## src/rtl/ring_decoder.sv

```systemverilog
// ring_decoder
//   Receive-side monitor for the 4-bit one-hot ring sequence
//   1000 -> 0100 -> 0010 -> 0001 -> 1000. The ring word is registered,
//   decoded to a 2-bit index, and checked against the expected successor.
//   A three-state tracker (SEARCH / ACQ / LOCK) acquires and holds lock,
//   pulses ERR on sequence errors while locked and WRAP on each full
//   rotation, and keeps a saturating error count and a wrapping rotation count.
//
// Ports
//   CLK        in   clock, rising edge
//   RESET      in   synchronous active-high reset, overrides all other inputs
//   EN         in   evaluation enable for the tracker and counters
//   CLR_CNT    in   synchronous clear of ERR_CNT and WRAP_CNT
//   Y_IN       in   [3:0] ring word from the generator
//   IDX        out  [1:0] decoded index (1000->0 ... 0001->3), held on bad words
//   IDX_VALID  out  registered word was exactly one-hot
//   LOCKED     out  tracker is in LOCK
//   ERR        out  one-cycle pulse per sequence error while locked
//   ERR_CNT    out  [CNT_W-1:0] error count, saturating
//   WRAP       out  one-cycle pulse on a 3->0 step taken while locked
//   WRAP_CNT   out  [CNT_W-1:0] rotation count, modulo 2^CNT_W

module ring_decoder #(
    parameter int LOCK_COUNT = 4,
    parameter int ERR_LIMIT  = 2,
    parameter int CNT_W      = 8
) (
    input  logic             CLK,
    input  logic             RESET,
    input  logic             EN,
    input  logic             CLR_CNT,
    input  logic [3:0]       Y_IN,
    output logic [1:0]       IDX,
    output logic             IDX_VALID,
    output logic             LOCKED,
    output logic             ERR,
    output logic [CNT_W-1:0] ERR_CNT,
    output logic             WRAP,
    output logic [CNT_W-1:0] WRAP_CNT
);

    localparam int GW = $clog2(LOCK_COUNT + 1);
    localparam int BW = $clog2(ERR_LIMIT + 1);

    typedef enum logic [1:0] {
        ST_SEARCH = 2'd0,
        ST_ACQ    = 2'd1,
        ST_LOCK   = 2'd2
    } state_t;

    // Stage 1: input register
    logic [3:0] y_d, y_q;

    // Stage 2: decode of y_q
    logic [3:0] hot_vec;
    logic       onehot;
    logic [1:0] cur_idx;
    logic       is_step;
    logic       is_hold;

    // Tracker and output state
    state_t           state_d, state_q;
    logic [1:0]       prev_idx_d, prev_idx_q;
    logic [GW-1:0]    good_cnt_d, good_cnt_q;
    logic [BW-1:0]    bad_cnt_d, bad_cnt_q;
    logic [1:0]       idx_d, idx_q;
    logic             idx_valid_d, idx_valid_q;
    logic             err_d, err_q;
    logic             wrap_d, wrap_q;
    logic [CNT_W-1:0] err_cnt_d, err_cnt_q;
    logic [CNT_W-1:0] wrap_cnt_d, wrap_cnt_q;

    always_comb begin
        y_d = Y_IN;
    end

    // hot_vec[gi] is set when y_q is exactly the one-hot word for index gi.
    genvar gi;
    generate
        for (gi = 0; gi < 4; gi++) begin : g_dec
            localparam logic [3:0] PAT = 4'b1000 >> gi;
            assign hot_vec[gi] = (y_q == PAT);
        end
    endgenerate

    // At most one hot_vec bit can be set, so a plain OR-encoder suffices.
    assign onehot  = |hot_vec;
    assign cur_idx = {hot_vec[2] | hot_vec[3], hot_vec[1] | hot_vec[3]};
    // Index arithmetic is 2 bits wide, so prev_idx_q + 1 wraps 3 -> 0.
    assign is_step = onehot && (cur_idx == prev_idx_q + 2'd1);
    assign is_hold = onehot && (cur_idx == prev_idx_q);

    always_comb begin
        state_d    = state_q;
        prev_idx_d = prev_idx_q;
        good_cnt_d = good_cnt_q;
        bad_cnt_d  = bad_cnt_q;
        err_d      = 1'b0;
        wrap_d     = 1'b0;

        if (EN) begin
            unique case (state_q)
                ST_SEARCH: begin
                    if (onehot) begin
                        prev_idx_d = cur_idx;
                        good_cnt_d = '0;
                        state_d    = ST_ACQ;
                    end
                end
                ST_ACQ: begin
                    if (is_step) begin
                        prev_idx_d = cur_idx;
                        good_cnt_d = good_cnt_q + GW'(1);
                        if (good_cnt_q == GW'(LOCK_COUNT - 1)) begin
                            state_d   = ST_LOCK;
                            bad_cnt_d = '0;
                        end
                    end else if (is_hold) begin
                        // generator may legally sit on one word
                    end else if (onehot) begin
                        // valid word out of order: restart acquisition from it
                        prev_idx_d = cur_idx;
                        good_cnt_d = '0;
                    end else begin
                        state_d = ST_SEARCH;
                    end
                end
                ST_LOCK: begin
                    if (is_step) begin
                        bad_cnt_d  = '0;
                        prev_idx_d = cur_idx;
                        wrap_d     = (cur_idx == 2'd0);
                    end else if (is_hold) begin
                        // legal hold, nothing changes
                    end else begin
                        err_d     = 1'b1;
                        bad_cnt_d = bad_cnt_q + BW'(1);
                        if (onehot) begin
                            prev_idx_d = cur_idx;
                        end
                        if (bad_cnt_q == BW'(ERR_LIMIT - 1)) begin
                            state_d = ST_SEARCH;
                        end
                    end
                end
                default: begin
                    state_d = ST_SEARCH;
                end
            endcase
        end
    end

    // Counters: clear wins over a same-cycle increment; the pulse itself
    // is unaffected by the clear.
    always_comb begin
        err_cnt_d  = err_cnt_q;
        wrap_cnt_d = wrap_cnt_q;
        if (CLR_CNT) begin
            err_cnt_d  = '0;
            wrap_cnt_d = '0;
        end else begin
            if (err_d && (err_cnt_q != {CNT_W{1'b1}})) begin
                err_cnt_d = err_cnt_q + CNT_W'(1);
            end
            if (wrap_d) begin
                wrap_cnt_d = wrap_cnt_q + CNT_W'(1);
            end
        end
    end

    // Decoded index keeps its last good value across non-one-hot words.
    always_comb begin
        idx_d       = onehot ? cur_idx : idx_q;
        idx_valid_d = onehot;
    end

    always_ff @(posedge CLK) begin
        if (RESET) begin
            y_q         <= '0;
            state_q     <= ST_SEARCH;
            prev_idx_q  <= '0;
            good_cnt_q  <= '0;
            bad_cnt_q   <= '0;
            idx_q       <= '0;
            idx_valid_q <= 1'b0;
            err_q       <= 1'b0;
            wrap_q      <= 1'b0;
            err_cnt_q   <= '0;
            wrap_cnt_q  <= '0;
        end else begin
            y_q         <= y_d;
            state_q     <= state_d;
            prev_idx_q  <= prev_idx_d;
            good_cnt_q  <= good_cnt_d;
            bad_cnt_q   <= bad_cnt_d;
            idx_q       <= idx_d;
            idx_valid_q <= idx_valid_d;
            err_q       <= err_d;
            wrap_q      <= wrap_d;
            err_cnt_q   <= err_cnt_d;
            wrap_cnt_q  <= wrap_cnt_d;
        end
    end

    assign IDX       = idx_q;
    assign IDX_VALID = idx_valid_q;
    assign LOCKED    = (state_q == ST_LOCK);
    assign ERR       = err_q;
    assign ERR_CNT   = err_cnt_q;
    assign WRAP      = wrap_q;
    assign WRAP_CNT  = wrap_cnt_q;

endmodule

```

## config.mk

```make
export PLATFORM = sky130hd
export DESIGN_NAME = ring_decoder
export DESIGN_NICKNAME = d
export VERILOG_FILES = /design/src/rtl/ring_decoder.sv
export SDC_FILE = /design/constraint.sdc
export NUM_CORES = 1
export LEC_CHECK = 0
export CAP_MARGIN = 20
export CORE_ASPECT_RATIO = 2
export CORE_UTILIZATION = 50
export DETAILED_ROUTE_END_ITERATION = 16
export PLACE_DENSITY = 0.79
export SETUP_SLACK_MARGIN = 0.1
export SLEW_MARGIN = 20
export SYNTH_ARGS = -nofsm -noshare
export SYNTH_HDL_FRONTEND = slang
export SYNTH_SLANG_ARGS = --single-unit
export TNS_END_PERCENT = 50
```

## constraint.sdc

```tcl
create_clock -name CLK -period 2.7 [get_ports CLK]
set_clock_uncertainty 0.05 [all_clocks]
set_input_delay 0.405 -clock CLK [delete_from_list [all_inputs] [get_ports CLK]]
set_output_delay 0.405 -clock CLK [all_outputs]
set_load 0.02 [all_outputs]
```

* Yosys cells after proc, flatten, opt, wreduce, memory -nomap -nowiden *
Index checks and enable logic that the tools add are counted.

operators by class
  add/sub/neg operators = 5
  multipliers = 0
  divide/modulo/power cells = 0
  $lt $le $gt $ge = 0
  eq/ne operators = 22
  shift-type cells = 0
  muxes and demuxes = 29
  bitwise operators = 2
  reduce and logical (&&, ||, !) cells = 15

operators by type and width
  operator                                                               count
  2-bit two-way mux                                                      15
  8-bit by 1-bit adder with 8-bit output, second input constant          2
  3-bit != test, second input constant                                   5
  2-bit != test, second input constant                                   5
  3-bit two-way mux                                                      3
  8-bit != test, second input constant                                   1
  2-bit case mux with 2 select lines                                     2
  8-bit AND reduction                                                    1
  1-bit two-way mux                                                      7
  2-bit case mux with 3 select lines                                     1
  3-bit case mux with 2 select lines                                     1
  3-bit AND reduction                                                    2
  2-bit nonzero test                                                     3
  5-bit AND reduction                                                    1
  2-bit by 1-bit adder with 2-bit output, second input constant          2
  2-bit by 1-bit equality test with 1-bit output, second input constant  2
  2-bit equality test                                                    2
  4-bit by 1-bit equality test with 1-bit output, second input constant  1
  4-bit by 2-bit equality test with 1-bit output, second input constant  1
  4-bit by 3-bit equality test with 1-bit output, second input constant  1
  4-bit equality test, second input constant                             1
  2-bit logical NOT                                                      2
  2-bit OR reduction                                                     2
  4-bit OR reduction                                                     1
  6 further kinds                                                        9

word-level totals
  bits in registers = 34
  latch bits = 0
  memory bits (writable) = 0
  memory bits (read-only) = 0
  bits of input ports = 8
  output and inout bits = 22
  word-level logic and storage cells = 84
  memories = 0

* Depth between registers and ports, before layout *
Gate-level depths: netlist (run 1).

  depth in word-level cells = 9
  mapped depth = 8
  gate-level depth less buffers = 8

* Worst setup path before layout (run 1) *
Ideal clock, no wire load.

  path kind = flip-flop to flip-flop
  start = register good_cnt_q[0]
  end = register state_q[0]
  library setup time = 0.072 ns
  arrival = 1.924 ns
  data required time = 2.578 ns
  setup slack = 0.654 ns
  stages on the path, launching flop included = 9
  path buffers = 0
  clock period less this slack = 2.046 ns
  cell sequence = dfxtp_1 ha_1 ha_1 or4b_1 a21oi_1 a311oi_1 and3_1 a211oi_1 mux2i_1

on the way
  longest elaborated chain between the ends = 3

ends and longest elaborated chain
  item                                            line  source
  start, declared                                 64    logic [GW-1:0] good_cnt_d, good_cnt_q;
  start signal, assigned                          194   good_cnt_q <= good_cnt_d;
  3-bit by 2-bit equality test with 1-bit output  114   if (good_cnt_q == GW'(LOCK_COUNT - 1)) begin
  3-bit != test (no source line)                  -
  8-bit AND reduction (no source line)            -
  end signal, assigned                            192   state_q <= state_d;
  end, declared                                   62    state_t state_d, state_q;

No other way between the ends.
A chain may end at the register's enable or synchronous reset.

==> results of run 1 <==
[through the flow]
stage	cells	area, um2	power, mW	util
floorplan	235	1990	0.636	-
global placement	310	2340	0.682	0.609
detailed placement	310	2340	0.684	0.609
CTS	318	2440	1.10	0.635
global route	318	2440	1.13	0.635
finish	318	2440	1.09	0.635
[critical path: stages, from the launching register on]
cell       delay (ps)
dfxtp_1           620
nor3_1            120
and4_1            230
nor3_1            390
o2111ai_1         230
or4_1             520
a21oi_1           140
[power by group]
group | internal [mW] | total, mW | leakage, nW | switching [mW]
registers | 0.512 | 0.531 | 0.276 | 0.0182
logic | 0.0649 | 0.142 | 0.525 | 0.0775
clock network | 0.210 | 0.418 | 0.0478 | 0.208
[registers in the layout, summed over array words and instances (netlist names), named ones only]
signal / count
good_cnt_q: 3
WRAP_CNT: 8
bad_cnt_q: 2
IDX_VALID: 1
WRAP: 1
ERR_CNT: 8
ERR: 1
y_q: 4
IDX: 2
state_q: 2
[layer usage]
layer	track usage	wire, um	vias to the layer above
li1	-	-	920
met1	0.245	1780	883
met2	0.420	2600	32
met3	0.0497	128	13
met4	0.0952	116	0
met5	0	0	-
[logic make-up after synthesis]
kind of cell | share of synthesized area
mux | 0.0251
fa+ha+maj | 0.0615
compound gates | 0.209
simple gates | 0.266
buf+inv | 0.0577
xor+xnor | 0.0395
flops | 0.341
[cell usage in the layout, fill, tap and decap left out, types with 4 or more instances in the layout]
cell	count
or4_1	7
nand3_1	5
xnor2_1	4
dfxtp_1	34
nand2_1	14
and2_1	4
nor3_1	7
buf_4	7
o2111ai_1	6
ha_1	9
mux2i_1	5
clkbuf_8	6
o21ai_0	11
inv_1	15
xor2_1	5
o21a_1	5
a21oi_1	11
nor2b_1	5
nor2_1	15
nand2b_1	8
clkdlybuf4s50_1	29
[final cells by class]
type / count / share of cell area
clock inverter: 2 / 0.00667
clock buffer: 6 / 0.0338
tap: 51 / 0.0262
inverter: 15 / 0.0231
sequential: 34 / 0.279
timing repair buffer: 36 / 0.141
multi-input combinational: 174 / 0.491
[path summary, 6_finish.rpt]
| check | start | endpoint |
|---|---|---|
| max reg2reg | y_q[3] | register |
| max | y_q[3] | register |
| min | bad_cnt_q[1] | bad_cnt_q[1] |
| min reg2reg | bad_cnt_q[1] | bad_cnt_q[1] |
==> impl_metrics.yaml, run 1 <==
final_layout:
  num-fill-cells: 351
  n_antenna_cell: 0
  layout-drive-gt1-share: 0.0787
  multi_input_area_um2: 1200
  area_growth_syn_to_layout_pct: 22.4
  ff_latch_area_um2: 681
  nets: 283
min_path:
  hold_path_depth: 2
  min_path_type: "reg -> reg"
synthesis:
  ys_types: 54
  synthArstFlopShare: 0
  synth-seq-cells: 34
  ys_top_cells_by_count: "dfxtp_1 (34), inv_1 (15), nor2_1 (15)"
  synth_top_area_share: 0.341
  syn_area_per_cell_um2: 8.48
  synthCells: 235
  synth_area_leaders: "dfxtp_1 (34%), ha_1 (5.6%), inv_1 (2.8%)"
  ys.warnings.count: 0
  synth_largest_area_cell: "dfxtp_1"
  ys_seq_area_frac: 0.341
  synth_edf_count: 0
  syn_area_um2: 1990
  synth_most_common_cell: "dfxtp_1"
  syn_nets: 252
  ys.flop_type: "dfxtp_1"
die:
  die-height_um: 91.3
  rows: 32
  die_x_um: 46.6
  initial_utilization: 0.519
  die-area_um2: 4260
  io_pins: 30
  core_um2: 3840
critical_path:
  crit_path_start_kind: "register"
  end_kind: "register"
  critPathKind: "reg -> reg"
  worst_r2r_path_depth: 6
  r2r_slack_ps: 340
  required_ps: 2870
  worstPathArrival_ps: 2540
  crit_fanout: 15
timing:
  finalHoldViolCount: 0
  finalSetupViolCount: 0
  period_needed_ps: 2360
  fin_ws_ps: 338
  fin_tns_setup_ps: 0
  max_freq_mhz: 423
  grt_setup_unrepaired: "false"
  relSlewSlack: 0.674
  holdWs_ps: 444
  maxSlewViolCount: 0
  fin_crit_sh: 0.875
  tightestPinTransition_ps: 488
clocking:
  ctsHoldBuffers: 0
  clk_path_buf_depth: 2
  cts_resized: 0
  cts_tree: "yes"
  cts_setup_buffers: 0
  h-tree-depth: 2
  cts_buffers: 5
  clk_latency_ps: 290
  root_buffer: "clkbuf_8"
  cts_sinks: 34
  cts.clk_slew.worst_paths_ps: 80
routing:
  routedWlPerCell_um: 14.5
  drc: 0
  vias: 1848
  finalWirelength_mm: 4.62
  dr.pass1.iters: 5
  drtAntennaViolNets: 0
  drt_iter0_drc: 45
  vias_per_cell: 5.81
power_and_ir_drop:
  static-leakage-power_nw: 0.849
  power_density_nw_per_um2: 447
  ir_drop_uv: 392
placement:
  place_ws_ps: 354
  port_buffers: 29
  gp_congestion: 0.932
  place_hpwl_mm: 3.46
global_routing:
  gr-total-overflow: 0
  antenna_found_initial: 0
  track_usage: 0.235
  grt_pass1_wl_mm: 7.53
  grt_max_degree: 26
  grt_pass1_vias: 1768
flow_run:
  max_cap_viol_count: 0
run_status:
  run_status: "finished, final reports clean"
Power figures use the tool's default switching activity.
==> run 2: changes to the inputs <==
--- a/config.mk
+++ b/config.mk
@@ -6,10 +6,12 @@
 export NUM_CORES = 1
 export LEC_CHECK = 0
 export CAP_MARGIN = 20
+export CELL_PAD_IN_SITES_DETAIL_PLACEMENT = 1
+export CELL_PAD_IN_SITES_GLOBAL_PLACEMENT = 2
 export CORE_ASPECT_RATIO = 2
-export CORE_UTILIZATION = 50
+export CORE_UTILIZATION = 32
 export DETAILED_ROUTE_END_ITERATION = 16
-export PLACE_DENSITY = 0.79
+export PLACE_DENSITY = 0.83
 export SETUP_SLACK_MARGIN = 0.1
 export SLEW_MARGIN = 20
 export SYNTH_ARGS = -nofsm -noshare
==> run 2 against run 1 <==
  * The flow now finishes with violations (design-rule violations)
  * Fmax grew 1.0%
  * Design area grew 3.3%
  * Register-to-register slack gained 20 ps
  * Utilization shrank 21 points
  * Wire length grew 18%
  * Count of clock-buffer cells in the layout grew 1
  * Die area grew 54%
  * Sequential cell count is the same
  * Largest power group is now the clock network
  * Critical path type unchanged
  * Critical path depth grew 1
  * Worst hold slack lost 15 ps
==> impl_metrics.yaml, run 2 (synthesis results as in run 1) <==
critical_path:
  crit_buf_inv: 1
  critPathTopFamily: "simple AND/OR/NAND/NOR gates"
  cpPeakStageDelay_ps: 500
  cp_cell_sequence: "buf_4 > nand3b_1 > a2111oi_0 > nor3_1 > o2111ai_1 > or4_1 > a21oi_1"
  crit_path_start_kind: "register"
  r2r-start: "y_q[0]"
  crit_path_start: "y_q[0]"
  critPathKind: "reg -> reg"
  required_ps: 2860
  cpMaxStageDelayCell: "or4_1"
  worstPathArrival_ps: 2500
  end_kind: "register"
  crit_fanout: 14
die:
  die-height_um: 114
  die-area_um2: 6570
  io_pins: 30
  core_um2: 6010
  rows: 40
  die_x_um: 57.8
  initial_utilization: 0.332
final_layout:
  layout-drive-gt1-share: 0.0855
  mostFrequentLayoutCells: "dfxtp_1 (34), clkdlybuf4s50_1 (29), inv_1 (15)"
  n_antenna_cell: 0
  final_area_um2: 2520
  final_util: 0.420
  area_growth_syn_to_layout_pct: 26.5
  mostFrequentLayoutCell: "dfxtp_1"
  nets: 285
clocking:
  cts_resized: 0
  cts_setup_buffers: 0
  clk_path_buf_depth: 2
  cts.clk_slew.worst_paths_ps: 50
  cts_buffers: 5
  cts_sinks: 34
  cts_tree: "yes"
  clk_latency_ps: 280
  ctsHoldBuffers: 0
  root_buffer: "clkbuf_16"
  h-tree-depth: 2
placement:
  gp_congestion: 0.798
  place_hpwl_mm: 4.23
  place_ws_ps: 351
  placed_area_um2: 2370
  port_buffers: 29
global_routing:
  grt_pass1_wl_mm: 9.11
  gr-total-overflow: 0
  grt_pass1_vias: 1938
  grt_max_degree: 26
  track_usage: 0.183
  antenna_found_initial: 0
routing:
  finalWirelength_mm: 5.45
  vias_per_cell: 5.62
  drtAntennaViolNets: 0
  drc: 1
  routedWlPerCell_um: 16.4
  dr.pass1.iters: 10
  drt_iter0_drc: 33
  vias: 1867
run_status:
  violations: "design-rule violations"
  run_status: "complete, but fails checks"
power_and_ir_drop:
  static-leakage-power_nw: 0.885
  ir_drop_uv: 412
  power_density_nw_per_um2: 501
timing:
  fin_tns_setup_ps: 0
  max_freq_mhz: 428
  fin_ws_ps: 362
  finalSetupViolCount: 0
  finalHoldViolCount: 0
  holdWs_ps: 428
  grt_setup_unrepaired: "false"
  fin_crit_sh: 0.866
  maxSlewViolCount: 0
  period_needed_ps: 2340
  relSlewSlack: 0.686
  tightestPinTransition_ps: 471
min_path:
  hp-start: "bad_cnt_q[1]"
  min_path_type: "reg -> reg"
flow_run:
  max_cap_viol_count: 0
-- run 2: stage by stage --
stage          total power, mW  cells
2_1_floorplan            0.636    235
3_3_place_gp             0.693    324
3_5_place_dp             0.695    324
4_1_cts                   1.28    332
5_1_grt                   1.31    332
6_report                  1.26    332
-- run 2: worst register-to-register path: cells and delay by family (launching register included) --
| kind | cells | cell delay [ps] |
|---|---|---|
| AOI/OAI and AO/OA | 3 | 510 |
| buffers and inverters | 1 | 240 |
| DFF | 1 | 420 |
| and+or+nand+nor | 3 | 1050 |
-- run 2: report_power, final --
group | internal, mW | switching, mW | total, mW
Sequential | 0.514 | 0.0191 | 0.533
Clock | 0.365 | 0.214 | 0.579
Combinational | 0.0681 | 0.0821 | 0.150
Total | 0.947 | 0.315 | 1.26
-- run 2: final timing paths --
check / depth (start not counted) / slack (ps) / end
min reg2reg: 2 / 430 / bad_cnt_q[1]
max: 7 / 360 / register
min: 2 / 430 / bad_cnt_q[1]
max reg2reg: 7 / 360 / register
-- run 2: per-layer routing --
layer | up-vias | GRT usage | part of all wire
li1 | 921 | - | -
met1 | 914 | 0.169 | 0.36
met2 | 22 | 0.352 | 0.59
met3 | 10 | 0.0340 | 0.022
met4 | 0 | 0.108 | 0.034
met5 | - | 0 | 0
-- run 2: cell type report --
cell class              instances  area (um2)
fillers                       726        3480
multi-input cells             174        1200
flip-flops and latches         34         681
repair buffers                 38         358
clock buffers                   7         143
well taps                      63        78.8
inverters                      15        56.3
clock inverters                 1        5.00
